--- src/rtl/spell_mem_ctrl_pkg.sv ---
// Shared constants for the spell memory controller: memory access types
// (common with the execute stage), FSM state encoding and the latched request.
package spell_mem_ctrl_pkg;

  localparam logic [1:0] MemoryTypeNone = 2'd0;
  localparam logic [1:0] MemoryTypeData = 2'd1;
  localparam logic [1:0] MemoryTypeCode = 2'd2;

  typedef enum logic [1:0] {
    ST_IDLE = 2'd0,
    ST_CODE = 2'd1,
    ST_EXT  = 2'd2,
    ST_RESP = 2'd3
  } mem_state_t;

  typedef struct packed {
    logic       write;
    logic [7:0] addr;
    logic [7:0] wdata;
  } mem_req_t;

endpackage

--- src/rtl/spell_code_ram.sv ---
// Code RAM: register array, one synchronous write port, two combinational
// read ports (request side and instruction fetch). Resets to the stop opcode.
module spell_code_ram #(
  parameter int DEPTH = 32,
  parameter int AW    = $clog2(DEPTH)
) (
  input  logic          clock,
  input  logic          reset,
  input  logic          we,
  input  logic [AW-1:0] waddr,
  input  logic [7:0]    wdata,
  input  logic [AW-1:0] raddr_a,
  output logic [7:0]    rdata_a,
  input  logic [AW-1:0] raddr_b,
  output logic [7:0]    rdata_b
);

  logic [DEPTH-1:0][7:0] mem;

  always_ff @(posedge clock) begin
    if (reset) mem <= {DEPTH{8'hff}};
    else if (we) mem[waddr] <= wdata;
  end

  assign rdata_a = mem[raddr_a];
  assign rdata_b = mem[raddr_b];

endmodule

--- src/rtl/spell_mem_ctrl.sv ---
// Load/store controller for the spell core: code accesses hit the on-chip
// code RAM, data accesses go out on a strobe/ack bus guarded by a timeout.
module spell_mem_ctrl
  import spell_mem_ctrl_pkg::*;
#(
  parameter int CODE_DEPTH = 32,
  parameter int TIMEOUT    = 15
) (
  input  logic       clock,
  input  logic       reset,
  input  logic       req_valid,
  output logic       req_ready,
  input  logic       req_write,
  input  logic [1:0] req_type,
  input  logic [7:0] req_addr,
  input  logic [7:0] req_wdata,
  output logic       rsp_valid,
  output logic [7:0] rsp_rdata,
  output logic       rsp_error,
  input  logic [7:0] fetch_addr,
  output logic [7:0] fetch_data,
  output logic       ext_stb,
  output logic       ext_we,
  output logic [7:0] ext_addr,
  output logic [7:0] ext_wdata,
  input  logic [7:0] ext_rdata,
  input  logic       ext_ack
);

  localparam int AW = $clog2(CODE_DEPTH);
  localparam int CW = $clog2(TIMEOUT + 1);
  localparam logic [CW-1:0] CNT_LAST = CW'(TIMEOUT - 1);

  mem_state_t      state, next;
  mem_req_t        lat;
  logic [7:0]      rdata_q;
  logic            error_q;
  logic [CW-1:0]   wait_cnt;
  logic [7:0]      code_rdata;
  logic            code_we;

  always_ff @(posedge clock) begin
    if (reset) state <= ST_IDLE;
    else       state <= next;
  end

  always_comb begin
    next = state;
    case (state)
      ST_IDLE: if (req_valid) begin
        case (req_type)
          MemoryTypeCode: next = ST_CODE;
          MemoryTypeData: next = ST_EXT;
          default:        next = ST_RESP;
        endcase
      end
      ST_CODE: next = ST_RESP;
      ST_EXT:  if (ext_ack || wait_cnt == CNT_LAST) next = ST_RESP;
      ST_RESP: next = ST_IDLE;
      default: next = ST_IDLE;
    endcase
  end

  // rdata/error are cleared on acceptance so stores and None requests respond with 0
  always_ff @(posedge clock) begin
    if (reset) begin
      lat      <= '0;
      rdata_q  <= '0;
      error_q  <= 1'b0;
      wait_cnt <= '0;
    end else begin
      case (state)
        ST_IDLE: if (req_valid) begin
          lat      <= '{write: req_write, addr: req_addr, wdata: req_wdata};
          rdata_q  <= '0;
          error_q  <= 1'b0;
          wait_cnt <= '0;
        end
        ST_CODE: if (!lat.write) rdata_q <= code_rdata;
        ST_EXT: begin
          if (ext_ack) begin
            if (!lat.write) rdata_q <= ext_rdata;
          end else if (wait_cnt == CNT_LAST) begin
            error_q <= 1'b1;
          end else begin
            wait_cnt <= wait_cnt + CW'(1);
          end
        end
        default: ;
      endcase
    end
  end

  assign code_we = (state == ST_CODE) && lat.write;

  spell_code_ram #(.DEPTH(CODE_DEPTH), .AW(AW)) u_code_ram (
    .clock   (clock),
    .reset   (reset),
    .we      (code_we),
    .waddr   (lat.addr[AW-1:0]),
    .wdata   (lat.wdata),
    .raddr_a (lat.addr[AW-1:0]),
    .rdata_a (code_rdata),
    .raddr_b (fetch_addr[AW-1:0]),
    .rdata_b (fetch_data)
  );

  // Upper fetch address bits do not index the code RAM.
  if (AW < 8) begin : g_fetch_hi
    logic fetch_hi_unused;
    assign fetch_hi_unused = ^fetch_addr[7:AW];
  end

  assign req_ready = (state == ST_IDLE);
  assign rsp_valid = (state == ST_RESP);
  assign rsp_rdata = rdata_q;
  assign rsp_error = error_q;
  assign ext_stb   = (state == ST_EXT);
  assign ext_we    = (state == ST_EXT) && lat.write;
  assign ext_addr  = lat.addr;
  assign ext_wdata = lat.wdata;

endmodule

--- config.mk ---
export PLATFORM = sky130hd
export DESIGN_NAME = spell_mem_ctrl
export DESIGN_NICKNAME = d
export VERILOG_FILES = /design/src/rtl/spell_mem_ctrl_pkg.sv /design/src/rtl/spell_code_ram.sv /design/src/rtl/spell_mem_ctrl.sv
export SDC_FILE = /design/constraint.sdc
export NUM_CORES = 1
export LEC_CHECK = 0
export CAP_MARGIN = 15
export CELL_PAD_IN_SITES_DETAIL_PLACEMENT = 0
export CELL_PAD_IN_SITES_GLOBAL_PLACEMENT = 1
export CORE_ASPECT_RATIO = 0.6
export CORE_MARGIN = 4
export CORE_UTILIZATION = 29
export DETAILED_ROUTE_END_ITERATION = 6
export GPL_TIMING_DRIVEN = 0
export HOLD_SLACK_MARGIN = 0.1
export PLACE_DENSITY = 0.66
export SLEW_MARGIN = 5
export SYNTH_ARGS = -nofsm -noshare
export SYNTH_HDL_FRONTEND = slang
export SYNTH_SLANG_ARGS = --single-unit
--- constraint.sdc ---
create_clock -name clock -period 2.9 [get_ports clock]
set_input_delay 0.58 -clock clock [delete_from_list [all_inputs] [get_ports clock]]
set_output_delay 0.58 -clock clock [all_outputs]
set_load 0.01 [all_outputs]
==> results.tsv, run 1 <==
metric	value	unit
first_iter_violations	2030	
viasPerCell	5.722	
path_common_cell	buf_6	
rsz0062_at_grt	yes	
avgSynthCellArea	8.756	um^2
yosysUniqueCellTypes	52	
start_kind	input port	
synth_edf_count	0	
io_buffers	69	
hold_violations	0	
cts_root_buffer	clkbuf_16	
yosysMostFrequentCell	nand2_1	
synth_ff_type	dfxtp_1	
critPathMaxFanout	10	
cp_num_buf_inv	4	
yosys-top-cells-area	dfxtp_1 (37%), nand2_1 (14%), nand3b_1 (12%)	
grt_max_degree	15	
pwr-share-comb	26.1	%
netlist_area	15680	um^2
grt-ovfl-total	0	
cts_buffers	30	
fp.dieW	308.2	um
cp_data_arrival_time	2370	ps
gp_congestion	1.027	
critPathCaptureType	output pin	
min_period_over_period	101.7	%
syn-num-nets	1837	
ios	76	
synth_commonest_cells	nand2_1 (566), dfxtp_1 (288), nand3b_1 (258)	
fp.dieH	188.1	um
antenna_found_initial	3	
fmax	0.3391	GHz
cpMaxStageDelayCell	mux4_2	
ant_nets	0	
grt_pass1_vias	13920	
n_fill_cell	5438	
worstPathRequired	2320	ps
layout.nets	1953	
seqPwrFrac	37.8	%
worstSetupPathType	input port to output pin	
hpwl	57520	um
ys_warn_count	0	
max_cap_viol_count	0	
clock_power_share	36.1	%
timing.final.crit_period	2949	ps
p_sw	0.003707	W
cts.sinks	288	
clock_latency	600	ps
hold_slack	463.0	ps
dr.pass1.iters	7	
synthArstFlopShare	0	%
drive_gt1_share	13.93	%
clock_path_buffers	3	
num_rows	65	
p_sw_share	33.99	%
finClkSkew	28.47	ps
core	53030	um^2
tritoncts	done	
syn2layout_area_growth	19.94	%
slew_headroom	17.62	%
worstMarginPinSlew	1236	ps
status	finished, violations left	
powerDensity	579.7	nW/um^2
irDropWorstVdd	0.3764	mV
hp-class	flop to flop	
wire_per_inst	28.20	um
min_path_cells	2	
vias	15080	
ys_ff_latch	288	
layout_setup_ws	-49.16	ps
critical_path.top_delay_family	buffers and inverters	
p_int	0.007197	W
final_max_slew_viol_count	0	
synth_top_area_share	36.76	%
syn_inst	1791	
r2r_cells	7	
grt_pass1_wl	104500	um
clk_pin_slew_worst_paths	60	ps
path_depth	7	
crit_path_max_incr_delay	390	ps
place_ws	-1065	ps
start_util	29.58	%
yosys.area.top_type	dfxtp_1	
dieArea	57980	um^2
finalSetupViolations	6	
totalWireLength	74300	um
synth-seq-area-share	36.76	%
violations	negative setup slack	
route.detailed.drc	0	
cp_cell_sequence	buf_4 -> buf_6 -> buf_6 -> mux4_2 -> mux2i_4 -> a221oi_2 -> dlygate4sd2_1	
grt_util_all_layers	25.08	%
postCtsHoldBufs	0	
leakagePower	7.491	nW
h-tree-depth	1	
==> sequential cells by signal, indices dropped and copies added, names as in the netlist <==
register,cells
ext_addr,8
ext_wdata,8
lat,1
rsp_error,1
rsp_rdata,8
state,2
u_code_ram.mem,256
wait_cnt,4
==> through the flow <==
step / utilization, % / total power (W) / TNS, ps / instances / cell area (um^2)
after floorplan: - / 0.005751 / 0 / 1791 / 15680
after global placement: 32.54 / 0.006875 / -8164 / 2563 / 17250
after detailed placement: 32.54 / 0.006887 / -8114 / 2563 / 17250
after CTS: 35.19 / 0.01085 / -186.6 / 2627 / 18660
after global routing: 35.47 / 0.01122 / -241.2 / 2634 / 18810
final: 35.47 / 0.01090 / -175.0 / 2635 / 18810
==> path summary, 6_finish.rpt <==
path | start | end | slack (ps)
worst max-delay path | fetch_addr[1] | fetch_data[1] | -50
worst min-delay path | ext_addr[6]$_SDFFE_PP0P_ | ext_addr[6]$_SDFFE_PP0P_ | 460
worst max register to register | ext_addr[4]$_SDFFE_PP0P_ | rsp_rdata[0]$_SDFFE_PP0P_ | -50
worst min register to register | ext_addr[6]$_SDFFE_PP0P_ | ext_addr[6]$_SDFFE_PP0P_ | 460
==> repair_timing <==
| item | 4_1_cts | 5_1_grt |
|---|---|---|
| buffers inserted | 7 | 5 |
| gates resized for setup | 102 | 23 |
| cloned | 1 | 0 |
| endpoints found under the hold margin | 0 | 0 |
| endpoints found under the setup margin | 9 | 10 |
| pin swaps | 6 | 1 |
==> layout make-up <==
type / instances / area (um^2) / share of cell area (%)
antenna: 1 / 2.502 / 0.01330
buffer: 164 / 945.9 / 5.029
clock buffer: 42 / 867.1 / 4.610
clock inverter: 14 / 100.1 / 0.5322
inverter: 7 / 26.28 / 0.1397
multi-input combinational: 1331 / 9348 / 49.70
sequential: 288 / 5767 / 30.66
tap: 703 / 879.6 / 4.676
timing repair buffer: 85 / 873.3 / 4.643
==> kinds of logic after synthesis <==
group	Yosys count	share of synthesized area (%)
simple gates	953	31.39
flops	288	36.76
mux	226	19.53
buf+inv	172	5.433
compound gates	145	6.327
fa+ha+maj	7	0.5585
==> cell usage in the layout (no fill, tap or decap), types with 5 or more instances in the layout <==
cell type / instances
nand2_1: 566
dfxtp_1: 287
nand3b_1: 258
mux2i_1: 143
clkbuf_1: 79
mux4_2: 64
o22ai_1: 62
clkdlybuf4s50_1: 61
buf_4: 40
clkbuf_16: 31
a21oi_1: 29
buf_2: 27
nand3_1: 24
nor2_1: 22
buf_1: 13
nor4_1: 13
mux2i_4: 11
clkinv_2: 11
buf_6: 9
nor3_2: 9
mux2i_2: 8
a2111oi_0: 8
a211oi_1: 8
a311oi_1: 8
inv_1: 7
buf_12: 7
nor2b_1: 7
a221oi_2: 7
or3_1: 7
clkbuf_4: 6
ha_1: 6
clkbuf_2: 5
nand4bb_1: 5
and3_1: 5
clkbuf_8: 5
==> metal layers <==
metal | up-vias | GRT usage (%) | part of all wire [%]
met2 | 857 | 31.82 | 37
met3 | 94 | 8.490 | 13
met4 | 0 | 5.059 | 2.2
met5 | - | 0 | 0
li1 | 6550 | - | -
met1 | 7576 | 39.78 | 48
==> power by group through the flow <==
| stage | Clock [W] | Sequential (W) | Combinational [W] |
|---|---|---|---|
| finish | 0.00394 | 0.00413 | 0.00284 |
| floorplan | 0 | 0.00420 | 0.00156 |
| global route | 0.00413 | 0.00414 | 0.00295 |
| global placement | 0 | 0.00421 | 0.00267 |
| CTS | 0.00399 | 0.00412 | 0.00274 |
| detailed placement | 0 | 0.00421 | 0.00267 |
==> worst min-delay path, delay by kind of cell (launching register included) <==
kind / cells / cell delay [ps]
DFF: 1 / 310
and+or+nand+nor: 1 / 50
AOI/OAI and AO/OA: 1 / 60
Note: power is estimated with default switching activity, not from simulation.
==> run 2, diff against run 1 <==
Settings changed: CORE_MARGIN 4 to 5.
==> results.tsv, run 2 (same netlist as run 1, synthesis figures left out) <==
metric	value	unit	change
cpMaxStageDelayCell	mux2i_1		
worstSetupPathType	flop to flop		
status	finished, violations left		
fp.dieW	310.2	um	+0.65%
largest_reg_flops	256		unchanged
io_buffers	69		unchanged
finClkSkew	22.27	ps	-6.201 ps
grt-ovfl-total	0		unchanged
tritoncts	done		
cp_num_buf_inv	3		-1
violations	negative setup slack		
min_period_over_period	104.4	%	+2.7 points
cts_root_buffer	clkbuf_16		
cp_cell_sequence	buf_2 -> buf_4 -> buf_2 -> mux2i_1 -> o22ai_1 -> nor4_2 -> a311oi_1		
gp_congestion	1.037		+1.0%
vias	14980		-0.62%
hpwl	59540	um	+3.5%
worstMarginPinSlew	1220	ps	-15.97 ps
h-tree-depth	1		unchanged
hp-class	flop to flop		
final_common_cell	nand2_1		
grt_pass1_vias	13980		+0.46%
cts_buffers	29		-3.3%
finalSetupViolations	9		+3
cts.sinks	288		unchanged
powerDensity	602.8	nW/um^2	+4.0%
clk_pin_slew_worst_paths	70	ps	about the same
ios	76		unchanged
dieArea	58980	um^2	+1.7%
antenna_found_initial	3		unchanged
dr.pass1.iters	5		-2
regMostFlops	u_code_ram.mem		
path_common_cell	buf_2		
max_cap_viol_count	0		unchanged
core	53840	um^2	+1.5%
fmax	0.3302	GHz	-2.6%
clock_latency	590	ps	about the same
drive_gt1_share	12.88	%	-1.1 points
start_kind	flop		
totalWireLength	75840	um	+2.1%
wire_per_inst	28.82	um	+2.2%
critPathMaxFanout	10		unchanged
final_max_slew_viol_count	0		unchanged
timing.final.crit_period	3029	ps	+79.52 ps
grt_util_all_layers	24.76	%	-0.31 points
antennaDiodeCount	0		-1
hold_violations	0		unchanged
path_depth	7		unchanged
ant_nets	0		unchanged
design_area	18730	um^2	-0.44%
irDropWorstVdd	0.4137	mV	+9.9%
r2r_cells	7		unchanged
rsz0062_at_grt	yes		
slew_headroom	18.68	%	+1.1 points
viasPerCell	5.693		-0.51%
layout_setup_ws	-128.7	ps	-79.52 ps
place_area	17270	um^2	about the same
grt_pass1_wl	104700	um	+0.18%
crit_path_max_incr_delay	630	ps	+240 ps
route.detailed.drc	0		unchanged
layout.nets	1943		-0.51%
critical_path.top_delay_family	buffers and inverters		
min_path_cells	2		unchanged
syn2layout_area_growth	19.41	%	
postCtsHoldBufs	0		unchanged
place_ws	-1177	ps	-112.3 ps
clock_path_buffers	3		unchanged
cp_data_arrival_time	3460	ps	+1090 ps
grt_max_degree	15		unchanged
num_rows	66		+1.5%
final_cell_mix	nand2_1 (566), dfxtp_1 (288), nand3b_1 (258)		
fp.dieH	190.1	um	+1.1%
worstPathRequired	3340	ps	+1020 ps
start_util	29.13	%	-0.45 points
leakagePower	7.429	nW	-0.83%
critPathCaptureType	flop		
first_iter_violations	2173		+7.0%
-- run 2: changes by cell type in the layout (fill, tap and decap cells not counted), sizes merged --
cell           before  now
clkinvlp            2    3
inv                 7    8
bufinv              1    6
clkdlybuf4s15       3    0
dlygate4sd2         1    0
buf               100   96
clkinv             11    5
clkbuf            126  120
diode               1    0
-- run 2: area by class of cell --
class | count | area [um^2]
Sequential cell | 288 | 5766
Tap cell | 714 | 893.4
Inverter | 7 | 26.28
Fill cell | 5630 | 35110
Timing Repair Buffer | 75 | 737.0
Buffer | 165 | 967.2
Multi-Input combinational cell | 1331 | 9293
Clock inverter | 15 | 239.0
Clock buffer | 37 | 805.8
-- run 2: worst paths after layout --
kind,startpoint,endpoint,slack [ps]
setup / recovery,ext_addr[1]$_SDFFE_PP0P_,rsp_rdata[2]$_SDFFE_PP0P_,-130
hold / removal,ext_addr[7]$_SDFFE_PP0P_,ext_addr[7]$_SDFFE_PP0P_,460
setup reg to reg,ext_addr[1]$_SDFFE_PP0P_,rsp_rdata[2]$_SDFFE_PP0P_,-130
hold reg to reg,ext_addr[7]$_SDFFE_PP0P_,ext_addr[7]$_SDFFE_PP0P_,460
-- run 2: worst reg2reg max path, cell delays in order, from the launching register on --
cell	delay, ps
dfxtp_1	350
buf_2	240
buf_4	220
buf_2	440
mux2i_1	640
o22ai_1	250
nor4_2	550
a311oi_1	190
-- run 2: per-stage QoR --
stage	setup TNS (ps)	power, W	cells	hold slack, ps	utilization, %
2_1_floorplan	0	0.005751	1791	436.7	-
3_3_place_gp	-9156	0.006907	2574	444.0	32.07
3_5_place_dp	-9497	0.006916	2574	451.5	32.07
4_1_cts	-127.8	0.01123	2628	459.3	34.58
5_1_grt	-261.0	0.01155	2632	483.4	34.78
6_report	-398.3	0.01129	2632	458.6	34.78
-- run 2: timing repair --
item                       in CTS  in global routing
gates resized for setup        93                 23
gates cloned                    1                  1
pin swaps                       5                  3
hold endpoints to repair        0                  0
setup buffers                   1                  3
setup endpoints to repair      12                 15
-- run 2: where the power goes --
group / switching, W / leakage (nW) / internal, W / total [W]
clock network: 0.00179 / 0.508 / 0.00250 / 0.00428
logic: 0.00192 / 4.59 / 0.000968 / 0.00289
registers: 0.0000780 / 2.33 / 0.00404 / 0.00412
-- run 2: per-layer routing --
layer	global-route usage, %	share of wire (%)
met5	0	0.017
met1	39.00	47
met2	32.20	37
met4	4.200	2.0
met3	8.724	14
==> run 3, diff against run 2 <==
Settings changed: SKIP_LAST_GASP from default to 1.
==> results.tsv, run 3 (same netlist as run 1, synthesis figures left out) <==
metric	value	unit	change
status	finished, violations left		
violations	negative setup slack		
core	53840	um^2	unchanged
critPathCaptureType	output pin		
cts_root_buffer	clkbuf_16		
leakagePower	7.453	nW	+0.32%
min_to	ext_addr[7]$_SDFFE_PP0P_		
cts_buffers	29		unchanged
slew_headroom	18.13	%	-0.55 points
design_area	18760	um^2	+0.15%
gp_congestion	1.037		unchanged
start_util	29.13	%	unchanged
fin_cells	2639		+0.27%
first_iter_violations	1956		-10%
drive_gt1_share	12.95	%	+0.071 points
regMostFlops	u_code_ram.mem		
grt_max_degree	15		unchanged
final_cell_mix	nand2_1 (566), dfxtp_1 (288), nand3b_1 (258)		
layout_setup_ws	-112.4	ps	+16.26 ps
layout.nets	1948		+0.26%
p_total	0.01129	W	about the same
place_ws	-1177	ps	unchanged
irDropWorstVdd	0.4167	mV	+0.71%
grt_util_all_layers	24.76	%	about the same
finalSetupViolations	10		+1
antenna_found_initial	3		unchanged
fp.dieH	190.1	um	unchanged
largest_reg_flops	256		unchanged
grt_pass1_wl	104700	um	about the same
clk_pin_slew_worst_paths	60	ps	about the same
r2r_setup_slack	-100	ps	+30 ps
h-tree-depth	1		unchanged
dieArea	58980	um^2	unchanged
io_buffers	69		unchanged
postLayoutCoreUtil	34.83	%	+0.053 points
num_rows	66		unchanged
hold_violations	0		unchanged
cts.sinks	288		unchanged
n_fill_cell	5629		-0.018%
hp-class	flop to flop		
fmax	0.3320	GHz	+0.54%
place_area	17270	um^2	unchanged
cp_data_arrival_time	2430	ps	-1030 ps
timing.final.crit_period	3012	ps	-16.26 ps
reg2reg_to	rsp_rdata[2]$_SDFFE_PP0P_		
r2r_cells	7		unchanged
min_path_cells	2		unchanged
fp.dieW	310.2	um	unchanged
grt-ovfl-total	0		unchanged
rr_startpoint	ext_addr[1]$_SDFFE_PP0P_		
dp.cells	2574		unchanged
wire_per_inst	28.76	um	-0.20%
tritoncts	done		
ios	76		unchanged
clock_path_buffers	3		unchanged
finClkSkew	22.33	ps	+0.06590 ps
grt_pass1_vias	13980		+0.021%
min_period_over_period	103.9	%	-0.56 points
hpwl	59540	um	unchanged
powerDensity	601.9	nW/um^2	-0.16%
ant_nets	0		unchanged
rsz0062_at_grt	yes		
viasPerCell	5.699		+0.11%
final_common_cell	nand2_1		
totalWireLength	75890	um	about the same
final_max_slew_viol_count	0		unchanged
route.detailed.drc	0		unchanged
clock_latency	590	ps	about the same
worstSetupPathType	input port to output pin		
worstPathRequired	2320	ps	-1020 ps
syn2layout_area_growth	19.59	%	
start_kind	input port		
vias	15040		+0.37%
dr.pass1.iters	5		unchanged
critPathMaxFanout	12		+2
worstHoldStart	ext_addr[7]$_SDFFE_PP0P_		
worstMarginPinSlew	1219	ps	-1.155 ps
max_cap_viol_count	0		unchanged
[run 3: cell count changes in the layout (fill, tap and decap cells not counted)]
cell             before  now
buf_12                2    3
buf_16                4    3
buf_4                33   39
buf_6                 9    8
clkbuf_2              5    4
clkdlybuf4s15_1       0    1
diode_2               0    2
mux2i_1             145  147
mux2i_2               9    7
[run 3: cell type report]
class | count | area (um^2) | area share (%)
diodes | 2 | 5.005 | 0.02668
flip-flops and latches | 288 | 5766 | 30.74
multi-input cells | 1331 | 9285 | 49.51
clock buffers | 37 | 805.8 | 4.296
inverters | 7 | 26.28 | 0.1401
repair buffers | 80 | 775.7 | 4.136
clock inverters | 15 | 239.0 | 1.274
well taps | 714 | 893.4 | 4.763
plain buffers | 165 | 959.7 | 5.117
[run 3: per-stage QoR]
step | setup TNS [ps] | hold slack [ps]
finish | -483.8 | 458.7
floorplan | 0 | 436.7
CTS | -307.0 | 459.3
global placement | -9156 | 444.0
detailed placement | -9497 | 451.5
global route | -406.9 | 483.4
[run 3: worst max-delay path by stage]
| stage | start | endpoint | slack (ps) |
|---|---|---|---|
| floorplan | fetch_addr[1] | fetch_data[5] | 380 |
| global placement | fetch_addr[1] | fetch_data[1] | -1120 |
| detailed placement | fetch_addr[1] | fetch_data[1] | -1180 |
| CTS | fetch_addr[0] | fetch_data[1] | -170 |
| global route | ext_addr[1]$_SDFFE_PP0P_ | rsp_rdata[2]$_SDFFE_PP0P_ | -120 |
| finish | fetch_addr[0] | fetch_data[1] | -110 |
[run 3: worst max-delay path, stage by stage]
cell and delay, ps:
buf_16 170, buf_8 210, mux4_2 520, mux2i_1 310, a22o_1 280, a221oi_4 60, clkdlybuf4s15_1 270
[run 3: what timing repair did]
action,4_1_cts,5_1_grt
pin swaps,5,1
hold buffers,0,0
gates cloned,1,1
resized for setup,90,21
buffers inserted,1,8
endpoints found under the setup margin,12,15
endpoints found under the hold margin,0,0
[run 3: metal layers]
layer	vias up	global-route usage (%)	part of all wire, %
met1	7631	39.00	47
met5	-	0	0.017
met4	2	4.200	2.1
li1	6526	-	-
met2	788	32.18	37
met3	92	8.735	13
[run 3: report_power, final]
part	internal, W	total, W	switching (W)
Combinational	0.000971	0.00289	0.00192
Sequential	0.00404	0.00412	0.0000779
Clock	0.00249	0.00428	0.00178
